**src/rtl/esteira_pkg.sv**
```systemverilog
// Shared types and helpers for the conveyor-line controller.
package esteira_pkg;

    localparam int CODE_W_DEF = 4;

    typedef struct packed {
        logic [3:0] tens;
        logic [3:0] units;
    } bcd2_t;

    // Two-digit BCD increment; 99 rolls over to 00.
    function automatic bcd2_t bcd_inc(input bcd2_t v);
        bcd2_t r;
        r = v;
        if (v.units == 4'd9) begin
            r.units = 4'd0;
            r.tens  = (v.tens == 4'd9) ? 4'd0 : v.tens + 4'd1;
        end else begin
            r.units = v.units + 4'd1;
        end
        return r;
    endfunction

endpackage

```
**src/rtl/esteira_line_ctrl_if.sv**
```systemverilog
// Operator/display signal bundle of the conveyor-line controller.
interface esteira_line_ctrl_if #(
    parameter int CODE_W = esteira_pkg::CODE_W_DEF,
    parameter int STAGES = 10,
    parameter int QDEPTH = 8
);
    localparam int LVL_W = $clog2(QDEPTH) + 1;

    logic [CODE_W-1:0] code_in;
    logic              reg_sw;
    logic              prod_en;
    logic              mode_sp;
    logic [STAGES-1:0] leds;
    logic              fim;
    logic [CODE_W-1:0] last_code;
    logic [7:0]        done_bcd;
    logic [LVL_W-1:0]  q_level;
    logic              q_full;
    logic              q_ovf;

    modport master (
        output code_in, reg_sw, prod_en, mode_sp,
        input  leds, fim, last_code, done_bcd, q_level, q_full, q_ovf
    );

    modport slave (
        input  code_in, reg_sw, prod_en, mode_sp,
        output leds, fim, last_code, done_bcd, q_level, q_full, q_ovf
    );
endinterface

```
**src/rtl/esteira_fifo.sv**
```systemverilog
// Circular product-code FIFO with first-word-fall-through head and level count.
// A push into a full FIFO is still accepted when a pop happens in the same cycle.
module esteira_fifo #(
    parameter int W     = 4,
    parameter int DEPTH = 8
) (
    input  logic                       clk,
    input  logic                       rst_n,
    input  logic                       push_i,
    input  logic                       pop_i,
    input  logic [W-1:0]               data_i,
    output logic [W-1:0]               data_o,
    output logic [$clog2(DEPTH):0]     level_o,
    output logic                       full_o,
    output logic                       empty_o,
    output logic                       push_ok_o
);
    localparam int AW = $clog2(DEPTH);
    localparam int LW = AW + 1;
    localparam logic [LW-1:0] FULL_LVL = LW'(DEPTH);

    logic [W-1:0]  mem_q [DEPTH];
    logic [AW-1:0] wr_ptr_q, wr_ptr_d;
    logic [AW-1:0] rd_ptr_q, rd_ptr_d;
    logic [LW-1:0] count_q, count_d;
    logic          pop_ok;
    logic          push_ok;

    assign empty_o   = (count_q == '0);
    assign full_o    = (count_q == FULL_LVL);
    assign pop_ok    = pop_i && !empty_o;
    assign push_ok   = push_i && (!full_o || pop_ok);
    assign push_ok_o = push_ok;
    assign data_o    = mem_q[rd_ptr_q];
    assign level_o   = count_q;

    always_comb begin
        wr_ptr_d = wr_ptr_q;
        rd_ptr_d = rd_ptr_q;
        count_d  = count_q;
        if (push_ok) begin
            wr_ptr_d = wr_ptr_q + 1'b1;
        end
        if (pop_ok) begin
            rd_ptr_d = rd_ptr_q + 1'b1;
        end
        if (push_ok && !pop_ok) begin
            count_d = count_q + 1'b1;
        end else if (!push_ok && pop_ok) begin
            count_d = count_q - 1'b1;
        end
    end

    always_ff @(posedge clk or negedge rst_n) begin
        if (!rst_n) begin
            wr_ptr_q <= '0;
            rd_ptr_q <= '0;
            count_q  <= '0;
        end else begin
            wr_ptr_q <= wr_ptr_d;
            rd_ptr_q <= rd_ptr_d;
            count_q  <= count_d;
        end
    end

    // Storage carries no reset; the pointers alone define what is valid.
    always_ff @(posedge clk) begin
        if (push_ok) begin
            mem_q[wr_ptr_q] <= data_i;
        end
    end

endmodule

```
**src/rtl/esteira_line_ctrl.sv**
```systemverilog
// Conveyor-line controller: switch-registered product queue feeding a ticked
// conveyor shift register, with a two-digit BCD count of finished products.
module esteira_line_ctrl
    import esteira_pkg::*;
#(
    parameter int CODE_W         = CODE_W_DEF,
    parameter int STAGES         = 10,
    parameter int QDEPTH         = 8,
    parameter int STEP_DIV       = 50_000_000,
    parameter int GAP_MODE_SLOTS = 1
) (
    input  logic               CLOCK_50,
    input  logic               RESET,
    esteira_line_ctrl_if.slave bus
);
    localparam int CNT_W = (STEP_DIV > 1) ? $clog2(STEP_DIV) : 1;
    localparam logic [CNT_W-1:0] CNT_LAST = CNT_W'(STEP_DIV - 1);
    localparam int LVL_W = $clog2(QDEPTH) + 1;

    logic [2:0]        sync1_q, sync2_q;
    logic              reg_prev_q;
    logic              reg_sw_s, prod_en_s, mode_sp_s;
    logic              push_req, push_ok, load, fifo_empty, gap_busy, tick;
    logic [CODE_W-1:0] fifo_head;
    logic [LVL_W-1:0]  fifo_level;
    logic              fifo_full;
    logic [CNT_W-1:0]  cnt_q, cnt_d;
    logic [STAGES-1:0] valid_q, valid_d, valid_sh;
    logic [CODE_W-1:0] code_q  [STAGES];
    logic [CODE_W-1:0] code_d  [STAGES];
    logic [CODE_W-1:0] code_sh [STAGES];
    logic              fim_q, fim_d;
    logic [CODE_W-1:0] last_code_q, last_code_d;
    bcd2_t             done_q, done_d;
    logic              ovf_q, ovf_d;

    // Synchronised switch levels, packed as {mode_sp, prod_en, reg_sw}.
    assign reg_sw_s  = sync2_q[0];
    assign prod_en_s = sync2_q[1];
    assign mode_sp_s = sync2_q[2];
    assign push_req  = reg_sw_s & ~reg_prev_q;

    assign tick = prod_en_s && (cnt_q == CNT_LAST);

    always_comb begin
        cnt_d = cnt_q;
        if (prod_en_s) begin
            cnt_d = tick ? '0 : cnt_q + 1'b1;
        end
    end

    // Positions 1..GAP after the shift are stages 0..GAP-1 before it.
    always_comb begin
        gap_busy = 1'b0;
        for (int i = 0; i < STAGES - 1; i++) begin
            if (i < GAP_MODE_SLOTS) begin
                gap_busy = gap_busy | valid_q[i];
            end
        end
    end

    assign load  = tick && !fifo_empty && (!mode_sp_s || !gap_busy);
    assign ovf_d = ovf_q | (push_req & ~push_ok);

    esteira_fifo #(
        .W     (CODE_W),
        .DEPTH (QDEPTH)
    ) u_fifo (
        .clk       (CLOCK_50),
        .rst_n     (RESET),
        .push_i    (push_req),
        .pop_i     (load),
        .data_i    (bus.code_in),
        .data_o    (fifo_head),
        .level_o   (fifo_level),
        .full_o    (fifo_full),
        .empty_o   (fifo_empty),
        .push_ok_o (push_ok)
    );

    assign valid_sh[0] = load;
    assign code_sh[0]  = fifo_head;
    for (genvar gi = 1; gi < STAGES; gi++) begin : g_shift
        assign valid_sh[gi] = valid_q[gi-1];
        assign code_sh[gi]  = code_q[gi-1];
    end

    always_comb begin
        valid_d     = valid_q;
        code_d      = code_q;
        fim_d       = 1'b0;
        last_code_d = last_code_q;
        done_d      = done_q;
        if (tick) begin
            valid_d = valid_sh;
            code_d  = code_sh;
            if (valid_q[STAGES-1]) begin
                fim_d       = 1'b1;
                last_code_d = code_q[STAGES-1];
                done_d      = bcd_inc(done_q);
            end
        end
    end

    always_ff @(posedge CLOCK_50 or negedge RESET) begin
        if (!RESET) begin
            sync1_q     <= '0;
            sync2_q     <= '0;
            reg_prev_q  <= 1'b0;
            cnt_q       <= '0;
            valid_q     <= '0;
            code_q      <= '{default: '0};
            fim_q       <= 1'b0;
            last_code_q <= '0;
            done_q      <= '0;
            ovf_q       <= 1'b0;
        end else begin
            sync1_q     <= {bus.mode_sp, bus.prod_en, bus.reg_sw};
            sync2_q     <= sync1_q;
            reg_prev_q  <= reg_sw_s;
            cnt_q       <= cnt_d;
            valid_q     <= valid_d;
            code_q      <= code_d;
            fim_q       <= fim_d;
            last_code_q <= last_code_d;
            done_q      <= done_d;
            ovf_q       <= ovf_d;
        end
    end

    assign bus.leds      = valid_q;
    assign bus.fim       = fim_q;
    assign bus.last_code = last_code_q;
    assign bus.done_bcd  = done_q;
    assign bus.q_level   = fifo_level;
    assign bus.q_full    = fifo_full;
    assign bus.q_ovf     = ovf_q;

endmodule

```
**src/flat_wrapper.sv**
```systemverilog
// flat-port wrapper written by rule: the top's interface ports become plain ports
module esteira_line_ctrl_flat import esteira_pkg::*;
#(
    parameter int CODE_W         = CODE_W_DEF,
    parameter int STAGES         = 10,
    parameter int QDEPTH         = 8,
    parameter int STEP_DIV       = 50_000_000,
    parameter int GAP_MODE_SLOTS = 1
)
  (CLOCK_50, RESET, bus_code_in, bus_reg_sw, bus_prod_en, bus_mode_sp, bus_leds, bus_fim, bus_last_code, bus_done_bcd, bus_q_level, bus_q_full, bus_q_ovf);
  esteira_line_ctrl_if #(.CODE_W(CODE_W), .STAGES(STAGES), .QDEPTH(QDEPTH)) bus_i ();
  input  logic CLOCK_50;
  input  logic RESET;
  input wire logic [$bits(bus_i.code_in)-1:0] bus_code_in;
  input wire logic [$bits(bus_i.reg_sw)-1:0] bus_reg_sw;
  input wire logic [$bits(bus_i.prod_en)-1:0] bus_prod_en;
  input wire logic [$bits(bus_i.mode_sp)-1:0] bus_mode_sp;
  output wire logic [$bits(bus_i.leds)-1:0] bus_leds;
  output wire logic [$bits(bus_i.fim)-1:0] bus_fim;
  output wire logic [$bits(bus_i.last_code)-1:0] bus_last_code;
  output wire logic [$bits(bus_i.done_bcd)-1:0] bus_done_bcd;
  output wire logic [$bits(bus_i.q_level)-1:0] bus_q_level;
  output wire logic [$bits(bus_i.q_full)-1:0] bus_q_full;
  output wire logic [$bits(bus_i.q_ovf)-1:0] bus_q_ovf;
  assign bus_i.code_in = bus_code_in;
  assign bus_i.reg_sw = bus_reg_sw;
  assign bus_i.prod_en = bus_prod_en;
  assign bus_i.mode_sp = bus_mode_sp;
  assign bus_leds = bus_i.leds;
  assign bus_fim = bus_i.fim;
  assign bus_last_code = bus_i.last_code;
  assign bus_done_bcd = bus_i.done_bcd;
  assign bus_q_level = bus_i.q_level;
  assign bus_q_full = bus_i.q_full;
  assign bus_q_ovf = bus_i.q_ovf;
  esteira_line_ctrl #(.CODE_W(CODE_W), .STAGES(STAGES), .QDEPTH(QDEPTH), .STEP_DIV(STEP_DIV), .GAP_MODE_SLOTS(GAP_MODE_SLOTS)) u_core (.CLOCK_50(CLOCK_50), .RESET(RESET), .bus(bus_i));
endmodule
```
**config.mk**
```make
export PLATFORM = sky130hd
export DESIGN_NAME = esteira_line_ctrl_flat
export DESIGN_NICKNAME = d
export VERILOG_FILES = /design/src/rtl/esteira_pkg.sv /design/src/rtl/esteira_line_ctrl_if.sv /design/src/rtl/esteira_fifo.sv /design/src/rtl/esteira_line_ctrl.sv /design/src/flat_wrapper.sv
export SDC_FILE = /design/constraint.sdc
export NUM_CORES = 1
export LEC_CHECK = 0
export BUFFER_PORTS_ARGS = -buffer_cell sky130_fd_sc_hd__buf_2
export CORE_MARGIN = 5
export CORE_UTILIZATION = 30
export CTS_CLUSTER_SIZE = 10
export DETAILED_ROUTE_END_ITERATION = 10
export PLACE_DENSITY_LB_ADDON = 0.12
export SETUP_SLACK_MARGIN = 0.1
export SYNTH_ARGS = -nofsm -noshare
export SYNTH_HDL_FRONTEND = slang
export SYNTH_SLANG_ARGS = --single-unit
```
**constraint.sdc**
```tcl
create_clock -name CLOCK_50 -period 8.4 [get_ports CLOCK_50]
set_input_delay 1.26 -clock CLOCK_50 [delete_from_list [all_inputs] [get_ports CLOCK_50]]
set_output_delay 1.26 -clock CLOCK_50 [all_outputs]
set_load 0.02 [all_outputs]
```
==> results by group <==
Outcome
  – Status: completed

Setup path
  – CP arrival: 3480 ps
  – Startpoint types: flop
  – Largest fanout on the critical path: 47
  – FF-to-FF Start: u_core.cnt_q[7]
  – End of the critical path: u_core.bus.last_code[0]
  – Reg2reg end: u_core.bus.last_code[0]
  – Crit Path Category: reg -> reg
  – Worst endpoint required time: 8710 ps
  – Crit. Startpoint: u_core.cnt_q[7]
  – Worst r2r path cells: 6
  – Reg2Reg Setup Slack: about 5200 ps
  – Crit path capture type: flop

Place
  – Gpl congestion: 0.718
  – DP HPWL: 7210 µm
  – Pre-CTS WS: 5180 ps
  – PortBufs: 37
  – Placed Cells: 793
  – Post-DP Area: 6290 µm²

Detailed routing
  – Routed WL: 11300 µm
  – Drt drc: 0
  – WL per Instance: 13.7 µm
  – Routed Antenna Nets: 0
  – Pre-antenna DRT Iters: 4
  – Vias per inst: 4.43
  – DR iter-0 viols: 161
  – Vias: 3658

Synth
  – Top cell types by occurrence after synthesis: 159 x nand2_1, 107 x dfrtp_1, 32 x edfxtp_1
  – Cell Area, Synth: roughly 5800 µm²
  – Number of synthesized register bits: 139
  – Ranking of synthesized cells by area: dfrtp_1 46%, edfxtp_1 16%, nand2_1 10%
  – Post-synth EDFFs: 32
  – Sequential-to-total area share from yosys stat: a little over three fifths
  – Cell taking the most area after synthesis: dfrtp_1
  – Synth top area share: 46.0%
  – Distinct cells, synth: between 40 and 50
  – Yosys warnings: 0
  – Post-synth ARST share: 77.0%
  – Syn avg cell area: 11.4 µm²
  – Syn_nets: 525
  – Synth Instances: 509
  – Top-count cell post-synth: nand2_1
  – Synth Flop Type: dfrtp_1

Flow run
  – Max cap viols: 0

STA
  – Final hold violations: 0
  – Slew @ Worst Pin: between 1000 and 1500 ps
  – Final hold slack: 357 ps
  – Setup TNS Final: 0 ps
  – Final period utilization: 37.8%
  – Post-layout min period: 3180 ps
  – RSZ-0062 raised after global routing: false
  – Max Freq: 315 MHz
  – Final setup margin: 5220 ps
  – Final Max Tran Viols: 0
  – Slew HR: 31.4%
  – Final setup viols: 0
  – Final Skew: roughly 10 ps

Global routing
  – M2 GR Usage: about 17%
  – Gr ovfl total: 0
  – GRT Total Usage: 11.0%
  – Initial antenna violation count: 0
  – GR Util met3: under 10%
  – Grt met1 use: about 15%
  – First-pass GRT wire length: 19400 µm
  – Gr busiest metal: met2
  – Largest net degree at the start of global routing: 61
  – Number of global-route vias before repair: 3694

Clock tree
  – Clk_lat worst skew: 420 ps
  – Post-CTS resize count: 0
  – CTS buffer count: 17
  – CTS tree: built
  – Max Buffers Root-to-Sink: 2
  – Post-CTS setup buffer count: 0
  – Maximum level of the CTS H-tree: 4
  – Clock root cell: clkbuf_16
  – Hold_buf cts: 0
  – Sink Count: 139
  – Clock-pin slew on the worst setup and hold paths: 70 ps

Final layout
  – Design area: 6840 µm²
  – Fin nets: ~560
  – Area grow syn2layout: 17.4%
  – FILL cells: 1940
  – Fin cells: 825
  – Proportion of layout cells with a drive suffix above 1: between 15 and 20%
  – Diode count: 0

Floorplanning
  – Core area: 19300 µm²
  – Die Height: 149 µm
  – I/O pins: 38
  – Die Area: approximately 22000 µm²
  – Die Wd: 149 µm
  – Initial Util: 30.2%
  – Rows: 51

Power
  – PD cells: 243 nW/µm²
  – Peak VDD IR: 0.000142 V
  – Leak pwr: 3.17 nW

Worst hold path
  – Worst Hold Class: reg -> reg
## worst min path at each step
stage,startpoint,end,slack [ps],cells after the start
after global routing,u_core.sync1_q[2],u_core.sync2_q[2],380,0
after global placement,u_core.sync1_q[0],u_core.sync2_q[0],340,0
final,u_core.sync1_q[2],u_core.sync2_q[2],360,0
after floorplan,u_core.sync1_q[0],u_core.sync2_q[0],330,0
after detailed placement,u_core.sync1_q[2],u_core.sync2_q[2],340,0
after CTS,u_core.sync1_q[2],u_core.sync2_q[2],360,0
## layout by cell type (no fill, tap or decap), types with 4 or more instances in the layout
cell type and instances:
a21o_1 5, and3_1 6, and4_1 4, buf_2 36, buf_4 4, clkbuf_16 17, dfrtp_1 107, edfxtp_1 32
ha_1 6, inv_1 7, inv_6 9, mux2_1 4, mux2_2 5, mux2i_1 4, mux4_2 8, nand2_1 159
nand3_1 22, nand4_1 9, nor2_1 25, nor3_1 5, nor4_4 4, o21ai_0 9, xnor2_1 20, xor2_1 12
## routing by layer
layer / routed length, µm / vias to the layer above / share of wire, %
li1: - / 1805 / -
met1: 5470 / 1786 / 48
met2: 5290 / 59 / 47
met3: 439 / 8 / 3.9
met4: 119 / 0 / 1.1
met5: 0 / - / 0
## final cells by class
cell class	instances	area [µm²]	share of cell area [%]
Clock buffer	17	425	6.22
Clock inverter	15	126	1.85
Timing Repair Buffer	40	210	3.07
Sequential cell	139	3640	53.2
Tap cell	265	332	4.85
Multi-Input combinational cell	342	2080	30.4
Inverter	7	26.3	0.384
## sequential cells by signal, indices dropped and copies added (netlist names), 4 cells and up
name,count
u_core.bus.done_bcd,8
u_core.u_fifo.mem_q,32
u_core.bus.leds,10
u_core.cnt_q,26
u_core.code_q,40
u_core.bus.last_code,4
u_core.u_fifo.level_o,4
## power by group
part	internal (mW)	switching, mW
clock	0.387	0.316
combinational	0.0730	0.0910
sequential	0.740	0.0515
total	1.20	0.458
## metrics by stage
stage / util (%) / power [mW]
after floorplan: - / 0.912
after global placement: 32.6 / 0.965
after detailed placement: 32.6 / 0.972
after CTS: 35.5 / 1.69
after global routing: 35.5 / 1.74
final: 35.5 / 1.66
## cell families after synthesis
kind of cell             count (synthesis)  share of synthesized area, %
AO/OA/AOI/OAI                           27                          2.94
XOR/XNOR                                32                          4.81
adder cells (fa/ha/maj)                  7                          1.63
buffers and inverters                   28                          1.87
flip-flops                             139                          62.5
multiplexers                            21                          5.52
AND/OR/NAND/NOR                        255                          20.8
## critical path, cell delays in order, from the launching register on
cell	delay (ps)
dfrtp_1	440
nor4b_2	360
nand2_1	180
nor4_4	870
buf_4	570
nand2_1	260
mux2_1	360
No activity file was read; power rests on OpenSTA's default activity.
